`src/rtl/ysyx_22041211_isram_axi.sv`:
```
// AXI4-Lite read-only instruction SRAM slave with range/alignment checks.
// Optional ISRAM_RAND_DELAY_EN adds an LFSR-driven random wait per fetch.
module ysyx_22041211_isram_axi #(
  parameter int ADDR_WIDTH = 32,
  parameter int DATA_WIDTH = 32,
  parameter int LATENCY    = 1,
  parameter logic [ADDR_WIDTH-1:0] BASE_ADDR = 32'h8000_0000,
  parameter logic [ADDR_WIDTH-1:0] MEM_SIZE  = 32'h0800_0000
) (
  input  logic                  clk,
  input  logic                  rst,
  input  logic [ADDR_WIDTH-1:0] araddr_i,
  input  logic                  arvalid_i,
  output logic                  arready_o,
  output logic [DATA_WIDTH-1:0] rdata_o,
  output logic [1:0]            rresp_o,
  output logic                  rvalid_o,
  input  logic                  rready_i,
  output logic                  pmem_ren_o,
  output logic [ADDR_WIDTH-1:0] pmem_raddr_o,
  input  logic [DATA_WIDTH-1:0] pmem_rdata_i
);

  typedef enum logic [1:0] {
    IDLE,
    WAIT,
    READ,
    RESP
  } state_t;

  state_t state, state_nxt;

  logic [ADDR_WIDTH-1:0] addr_q;
  logic [1:0]            err_q, err_d;
  logic [4:0]            cnt, delay;
  logic [DATA_WIDTH-1:0] rdata_q;
  logic [1:0]            rresp_q;
  logic                  rvalid_q;
  logic                  ar_hs;

  logic [ADDR_WIDTH:0] a_ext, lo_ext, hi_ext;

  assign arready_o = (state == IDLE) && rst;
  assign ar_hs     = arvalid_i && arready_o;

  // One extra bit so BASE_ADDR+MEM_SIZE never wraps to zero.
  assign a_ext  = {1'b0, araddr_i};
  assign lo_ext = {1'b0, BASE_ADDR};
  assign hi_ext = {1'b0, BASE_ADDR} + {1'b0, MEM_SIZE};

  always_comb begin
    err_d = 2'b00;
    if (a_ext < lo_ext || a_ext >= hi_ext)
      err_d = 2'b11;
    else if (araddr_i[1:0] != 2'b00)
      err_d = 2'b10;
  end

`ifdef ISRAM_RAND_DELAY_EN
  logic [3:0] lfsr;

  always_ff @(posedge clk or negedge rst) begin
    if (!rst)
      lfsr <= 4'b1001;
    else if (ar_hs)
      lfsr <= {lfsr[2:0], lfsr[3] ^ lfsr[2]};
  end

  assign delay = 5'(LATENCY) + {3'b000, lfsr[1:0]};
`else
  assign delay = 5'(LATENCY);
`endif

  always_comb begin
    state_nxt = state;
    unique case (state)
      IDLE: if (ar_hs) state_nxt = WAIT;
      WAIT: if (cnt == 5'd0) state_nxt = READ;
      READ: state_nxt = RESP;
      RESP: if (rready_i) state_nxt = IDLE;
      default: state_nxt = IDLE;
    endcase
  end

  always_ff @(posedge clk or negedge rst) begin
    if (!rst) begin
      state    <= IDLE;
      addr_q   <= '0;
      err_q    <= 2'b00;
      cnt      <= '0;
      rdata_q  <= '0;
      rresp_q  <= 2'b00;
      rvalid_q <= 1'b0;
    end else begin
      state <= state_nxt;
      unique case (state)
        IDLE: begin
          if (ar_hs) begin
            addr_q <= araddr_i;
            err_q  <= err_d;
            cnt    <= delay;
          end
        end
        WAIT: begin
          if (cnt != 5'd0) cnt <= cnt - 5'd1;
        end
        READ: begin
          rdata_q  <= (err_q == 2'b00) ? pmem_rdata_i : '0;
          rresp_q  <= err_q;
          rvalid_q <= 1'b1;
        end
        RESP: begin
          if (rready_i) rvalid_q <= 1'b0;
        end
        default: ;
      endcase
    end
  end

  assign pmem_ren_o   = (state == READ) && (err_q == 2'b00);
  assign pmem_raddr_o = {addr_q[ADDR_WIDTH-1:2], 2'b00};
  assign rdata_o      = rdata_q;
  assign rresp_o      = rresp_q;
  assign rvalid_o     = rvalid_q;

endmodule

```
`config.mk`:
```
export PLATFORM = sky130hd
export DESIGN_NAME = ysyx_22041211_isram_axi
export DESIGN_NICKNAME = d
export VERILOG_FILES = /design/src/rtl/ysyx_22041211_isram_axi.sv
export SDC_FILE = /design/constraint.sdc
export NUM_CORES = 1
export LEC_CHECK = 0
export CAP_MARGIN = 0
export CORE_ASPECT_RATIO = 0.8
export CORE_MARGIN = 4
export CORE_UTILIZATION = 33
export DETAILED_ROUTE_END_ITERATION = 6
export GPL_ROUTABILITY_DRIVEN = 0
export PLACE_DENSITY = 0.78
export SKIP_LAST_GASP = 1
export SYNTH_ARGS = -nofsm -noshare
export SYNTH_HDL_FRONTEND = slang
export SYNTH_SLANG_ARGS = --single-unit
```
`constraint.sdc`:
```
create_clock -name clk -period 2 [get_ports clk]
set_input_delay 0.2 -clock clk [delete_from_list [all_inputs] [get_ports clk]]
set_output_delay 0.2 -clock clk [all_outputs]
set_load 0.1 [all_outputs]
```
==> out/qor.yml, run 1 <==
reg2regPathDepth: 5
die_h_um: 94.2
avgSynthCellArea_sq_um: 11.5
io_pins: 137
synthDistinctLibCells: 35
path_delay_family: "simple AND/OR/NAND/NOR gates"
fin_ws_ns: 0.0470
yosysMostFrequentCell: "dfrtp_1"
synth_area_sq_um: 3060
num_rows: 31
overflow: 0
drtIter0Drc: 88
synth_edf_count: 0
cts.sinks: 74
hold_viol: 0
grt_max_degree: 47
r2r_end: "state[1]"
antenna_found_initial: 0
fin_crit_sh: 0.976
rsz0062_at_grt: "true"
worstPathRequired_ns: 2.20
path_cells: "inv_1 > ha_2 > or4b_4 > a221oi_4 > mux2_4"
netlist.area_leader.share: 0.605
cp_slowest_cell: "or4b_4"
grt_pass1_wl_um: 11600
port_buffers: 134
fin_nets: 481
outcome: "complete, no violations"
critPathLaunch: "cnt[0]"
fin_cells: 526
hold_class: "input port to flip-flop"
numCtsBuffers: 9
critPathKind: "flip-flop to flip-flop"
period_minus_slack_ns: 1.95
syn_to_final_growth_pct: 54.4
place_ws_ns: 0.0251
yosysTopAreaCell: "dfrtp_1"
finalSetupViolCount: 0
synth.area.top_cells: "dfrtp_1 60%, mux2_2 12%, o21ai_0 5.6%, inv_1 4.7%, nand2_1 4.3%"
cts_tree: "yes"
antenna_cells: 0
core_area_sq_um: 9040
drtPass1Iterations: 4
synth-warning-count: 0
worstPathArrival_ns: 2.16
end_kind: "flip-flop"
rrSetupSlack_ns: 0.05
synth_compound_area_frac: 0.0899
drtAntennaViolNets: 0
maxCapViolations: 0
synth_xor_area_frac: 0
synth_top_family_by_area: "multiplexers"
clkTransAtPathRegs_ns: 0.06
slew_viol_final: 0
synthSimpleGateAreaFrac: 0.0813
fmax_ghz: 0.512
yosys-top-cells-count: "74 x dfrtp_1, 38 x inv_1, 35 x nand2_1"
final_area_sq_um: 4730
clock_path_buffers: 2
synthMuxAreaShare: 0.129
async_flop_share: 1.00
rr_startpoint: "cnt[0]"
place_hpwl_um: 5560
cts_root_buf: "clkbuf_16"
finClkSkew_ns: 0.00745
cp.buffers_inverters: 1
cp_max_fo: 6
drive_above_1_share: 0.311
synth-seq-cells: 74
relSlewSlack: 0.613
chipWidth_um: 116
critPathLaunchType: "flip-flop"
totalWireLength_um: 7510
vias: 2413
synth_cells: 267
initial_utilization: 0.339
cp.depth: 5
die_area_sq_um: 10900
grt_pass1_vias: 2475
ys_seq_area_frac: 0.605
yosys_most_used_dff: "dfrtp_1"
drt-wirelength-per-cell_um: 14.3
globalRouteTotalUtil: 0.136
via_per_inst: 4.59
slowest_delay_ns: 0.52
fin_hold_ws_ns: 0.430
placed_cell_area_sq_um: 4400
clkLatencyLatePin_ns: 0.32
htreeDepth: 3
crit_end: "state[1]"
yosys.area_share.adder: 0.0245
tightest_slew_ns: 0.581
drc: 0
post-place-cells: 508
==> per-layer routing <==
metal,share of wire,global-route usage,vias to the layer above,wire length [um]
met5,0,0,-,0
met4,0.0059,0.0473,0,44
met3,0.12,0.0644,6,909
met2,0.46,0.215,108,3490
met1,0.41,0.163,1153,3070
li1,-,-,1146,-
==> cells in the final DEF, fill, tap and decap left out, types with 2 or more instances in the layout <==
master	n
mux2i_1	2
dfrtp_1	74
clkinv_2	2
clkdlybuf4s50_1	66
inv_1	38
mux2_2	32
ha_1	5
a21oi_1	2
clkbuf_16	9
buf_4	70
nor2_1	4
clkinvlp_4	2
nor3_1	2
and2_1	2
nand3_1	2
o21ai_0	34
nand2_1	35
buf_12	4
nand4_1	3
conb_1	2
==> worst register-to-register path, delay by kind of cell, from the launching register on <==
family	cells	cell delay, ns
DFF	1	0.40
muxes	1	0.33
adders and majority gates	1	0.20
AOI/OAI and AO/OA	1	0.30
buffers and inverters	1	0.09
and+or+nand+nor	1	0.52
==> logic make-up (layout without fill, tap and decap cells) <==
family                     Yosys count  in the layout
other                                1              2
DFF                                 74             74
AOI/OAI and AO/OA                   45             45
buffers and inverters               52            195
adders and majority gates            6              6
muxes                               35             35
and+or+nand+nor                     54             54
==> area by class of cell <==
class                      instances  area [sq um]
tap                              115           144
clock inverter                     5          55.1
multi-input combinational        142          1010
sequential                        74          1850
fill                             804          4310
clock buffer                      10           239
timing repair buffer             142          1290
inverter                          38           143
==> stage by stage <==
step | utilization | setup TNS, ns
after floorplan | - | 0
after global placement | 0.487 | 0
after detailed placement | 0.487 | 0
after CTS | 0.521 | 0
after global routing | 0.523 | -0.0211
final | 0.523 | 0
==> state kept, by name, indices dropped and copies added (netlist names) <==
name,cells
rdata_o,32
state,2
rresp_o,2
addr_q,30
rvalid_o,1
cnt,5
err_q,2
==> worst min path at each step <==
stage                  end  slack, ns             start  depth (start not counted)
2_1_floorplan   addr_q[10]       -0.1               rst                          0
3_3_place_gp      err_q[1]       0.27               rst                          2
3_5_place_dp      err_q[1]       0.28               rst                          2
4_1_cts         rdata_o[5]       0.42   pmem_rdata_i[5]                          3
5_1_grt        rdata_o[14]       0.45  pmem_rdata_i[14]                          3
6_report        rdata_o[5]       0.43   pmem_rdata_i[5]                          3
==> timing repair <==
action | in CTS | in global routing
hold buffers | 1 | 0
hold endpoints to repair | 28 | 0
setup endpoints to repair | 0 | 2
buffers inserted | 0 | 2
gates resized for setup | 0 | 2
Power of run 1 is not shown: default switching activity piles up to over one toggle a cycle in this logic, so the estimate is an artifact.
==> run 2, diff against run 1 <==
- CORE_ASPECT_RATIO: 0.8 -> 2
==> run 2 against run 1 <==
Compared with the run above:
- highest routed layer unchanged
- final cell count decreased by 1.9%
- sequential cell count unchanged
- first-iteration DRC count decreased by 20%
- global-route usage increased by 0.80 points
- die area increased by 0.77%
- largest cell class unchanged
==> out/qor.yml, run 2 (synthesis gave the netlist of run 1 again) <==
outcome: "complete, no violations"
cp_max_fo: 6
die_h_um: 144
globalRouteTotalUtil: 0.144
drtAntennaViolNets: 0
port_buffers: 134
antenna_cells: 0
worstPathRequired_ns: 2.21
via_per_inst: 4.71
num_rows: 49
grt_pass1_wl_um: 12700
drive_above_1_share: 0.319
place_ws_ns: 0.0131
placed_cell_area_sq_um: 4380
reg2regPathDepth: 5
worstPathArrival_ns: 2.18
io_pins: 137
maxCapViolations: 0
overflow: 0
drtIter0Drc: 70
critPathLaunch: "cnt[1]"
htreeDepth: 3
tightest_slew_ns: 0.744
hold_viol: 0
totalWireLength_um: 7950
syn_to_final_growth_pct: 56.0
core_area_sq_um: 9010
crit_end: "state[1]"
finClkSkew_ns: 0.00519
hold_class: "input port to async pin"
clock_path_buffers: 2
drt-wirelength-per-cell_um: 15.4
fin_nets: 483
path_cells: "inv_1 > ha_4 > or4b_4 > a221oi_4 > mux2_4"
grt_max_degree: 61
layout_common_cells: "74 x dfrtp_1, 73 x buf_4, 66 x clkdlybuf4s50_1, 37 x inv_1, 35 x nand2_1"
end_kind: "flip-flop"
fin_ws_ns: 0.0346
critPathKind: "flip-flop to flip-flop"
cts_root_buf: "clkbuf_16"
critPathLaunchType: "flip-flop"
grt_pass1_vias: 2579
place_hpwl_um: 5900
initial_utilization: 0.340
chipWidth_um: 76.1
cp.depth: 5
cts.sinks: 74
antenna_found_initial: 0
clkLatencyLatePin_ns: 0.33
slew_viol_final: 0
layout_commonest_cell: "dfrtp_1"
cts_tree: "yes"
largest_register_ff_count: 32
rr_startpoint: "cnt[1]"
fmax_ghz: 0.509
clkTransAtPathRegs_ns: 0.06
slowest_delay_ns: 0.52
period_minus_slack_ns: 1.97
path_delay_family: "simple AND/OR/NAND/NOR gates"
final_area_sq_um: 4780
cp.buffers_inverters: 1
numCtsBuffers: 9
r2r_end: "state[1]"
finalSetupViolCount: 0
drc: 0
fin_hold_ws_ns: 0.312
fin_crit_sh: 0.983
relSlewSlack: 0.504
rrSetupSlack_ns: 0.03
die_area_sq_um: 11000
rsz0062_at_grt: "true"
vias: 2429
drtPass1Iterations: 4
cp_slowest_cell: "or4b_4"
[run 2: how the worst min path moves through the flow]
stage / from / endpoint / cells after the start
after floorplan: rst / addr_q[10] / 0
after global placement: rst / addr_q[7] / 1
after detailed placement: rst / addr_q[4] / 1
after CTS: rst / addr_q[23] / 2
after global routing: rst / addr_q[2] / 2
final: rst / err_q[0] / 2
[run 2: metrics by stage]
step | util | instances | TNS [ns]
2_1_floorplan | - | 268 | 0
3_3_place_gp | 0.486 | 495 | 0
3_5_place_dp | 0.486 | 495 | 0
4_1_cts | 0.523 | 512 | 0
5_1_grt | 0.530 | 516 | -0.0279
6_report | 0.530 | 516 | 0
[run 2: layout make-up]
| type | instances | area [sq um] |
|---|---|---|
| fillers | 802 | 4240 |
| flip-flops and latches | 74 | 1850 |
| repair buffers | 144 | 1300 |
| multi-input cells | 142 | 1030 |
| clock buffers | 11 | 243 |
| inverters | 38 | 143 |
| well taps | 102 | 128 |
| clock inverters | 5 | 77.6 |
[run 2: timing repair]
item / in CTS / in global routing
setup endpoints to repair: 0 / 3
hold buffers: 1 / 0
hold endpoints to repair: 14 / 0
resized for setup: 0 / 4
setup buffers: 0 / 3
[run 2: routing by layer]
| metal | vias to the layer above | track usage | routed length (um) |
|---|---|---|---|
| met1 | 1159 | 0.154 | 2800 |
| li1 | 1157 | - | - |
| met2 | 98 | 0.254 | 4370 |
| met4 | 0 | 0.0627 | 204 |
| met5 | - | 0 | 0 |
| met3 | 15 | 0.0524 | 581 |
[run 2: worst register-to-register path, cell delays in order, from the launching register on]
cell,delay (ns)
dfrtp_1,0.39
inv_1,0.12
ha_4,0.17
or4b_4,0.52
a221oi_4,0.33
mux2_4,0.33
Power of run 2 is left out for the same reason.
==> run 3, diff against run 2 <==
- REMOVE_ABC_BUFFERS: unset -> 1
==> run 3 against run 2 <==
Compared with the run above:
- first-iteration DRC count decreased by 37%
- die area unchanged
- sequential share of layout area is 0.21 points higher
- clock-buffer cell count decreased by 2
- via count decreased by 0.86%
- register-to-register slack gained 0.04 ns
- setup slack better by 0.043 ns
- fmax rose by 2.3%
==> out/qor.yml, run 3 (synthesis gave the netlist of run 1 again) <==
hold_viol: 0
cp_max_fo: 5
fin_hold_ws_ns: 0.334
end_kind: "flip-flop"
drt-wirelength-per-cell_um: 15.4
cts_tree: "yes"
syn_to_final_growth_pct: 55.1
clock_path_buffers: 2
drc: 0
tns_ns: 0
period_minus_slack_ns: 1.92
grt_pass1_wl_um: 12800
antenna_found_initial: 0
cts_root_buf: "clkbuf_16"
drtAntennaViolNets: 0
numCtsBuffers: 9
drtIter0Drc: 44
slew_viol_final: 0
layout_common_cells: "74 x dfrtp_1, 73 x buf_4, 66 x clkdlybuf4s50_1, 38 x inv_1, 35 x nand2_1"
vias: 2408
rrSetupSlack_ns: 0.08
fin_crit_sh: 0.961
r2r_end: "state[1]"
nFillCells: 794
io_pins: 137
critPathLaunchType: "flip-flop"
drive_above_1_share: 0.317
clkTransAtPathRegs_ns: 0.06
core_area_sq_um: 9010
grt_max_degree: 56
die_h_um: 144
initial_utilization: 0.340
finalSetupViolCount: 0
antenna_cells: 0
totalWireLength_um: 7910
multiInputGateArea_sq_um: 1020
largest_register_ff_count: 32
via_per_inst: 4.68
cts.sinks: 74
globalRouteTotalUtil: 0.147
drtPass1Iterations: 4
rsz0062_at_grt: "false"
num_rows: 49
layout_commonest_cell: "dfrtp_1"
chipWidth_um: 76.1
worstPathRequired_ns: 2.22
post-place-cells: 495
reg2regPathDepth: 5
overflow: 0
die_area_sq_um: 11000
maxCapViolations: 0
fin_cells: 515
finClkSkew_ns: 0.00804
regArea_sq_um: 1850
place_hpwl_um: 6150
hold_class: "input port to async pin"
fin_nets: 482
worstPathArrival_ns: 2.14
grt_pass1_vias: 2579
port_buffers: 134
outcome: "complete, no violations"
rr_startpoint: "cnt[0]"
fmax_ghz: 0.520
critPathKind: "flip-flop to flip-flop"
relSlewSlack: 0.545
htreeDepth: 3
tightest_slew_ns: 0.682
clkLatencyLatePin_ns: 0.33
## run 3: per-layer routing
layer  routed length (um)  global-route usage  part of all wire
met4                  212              0.0737             0.027
met2                 4360               0.263              0.55
met3                  560              0.0486             0.071
met1                 2780               0.151              0.35
met5                    0                   0                 0
## run 3: per-stage QoR
step | utilization | area, sq um | worst slack (ns)
after floorplan | - | 3000 | -3.40
after global placement | 0.486 | 4380 | 0.101
after global routing | 0.527 | 4750 | 0.00115
after detailed placement | 0.486 | 4380 | 0.00839
after CTS | 0.524 | 4720 | 0.00158
final | 0.527 | 4750 | 0.0780
## run 3: final cells by class
type,count,share of cell area
multi-input cells,142,0.216
repair buffers,143,0.269
well taps,102,0.0269
clock buffers,9,0.0474
inverters,38,0.0300
clock inverters,7,0.0211
flip-flops and latches,74,0.390
## run 3: critical path, cell delays in order (launching register included)
cell and delay (ns):
dfrtp_1 0.41, inv_1 0.12, ha_4 0.16, or4b_4 0.50
a221oi_4 0.29, mux2_4 0.33
## run 3: how the worst max path moves through the flow
stage                  start    endpoint  depth (start not counted)
finish                cnt[0]    state[1]                          5
global route          cnt[0]    state[0]                          6
CTS                   cnt[0]    state[1]                          5
detailed placement    cnt[0]    state[1]                          5
global placement      cnt[0]    state[1]                          5
floorplan           state[0]  rdata_o[0]                          5
## run 3: timing repair
action / 4_1_cts / 5_1_grt
endpoints found under the setup margin: 1 / 2
hold endpoints to repair: 19 / 0
hold buffers: 1 / 0
resized for setup: 0 / 2
buffers inserted: 1 / 2
pin swaps: 1 / 1
Power of run 3 is left out for the same reason.
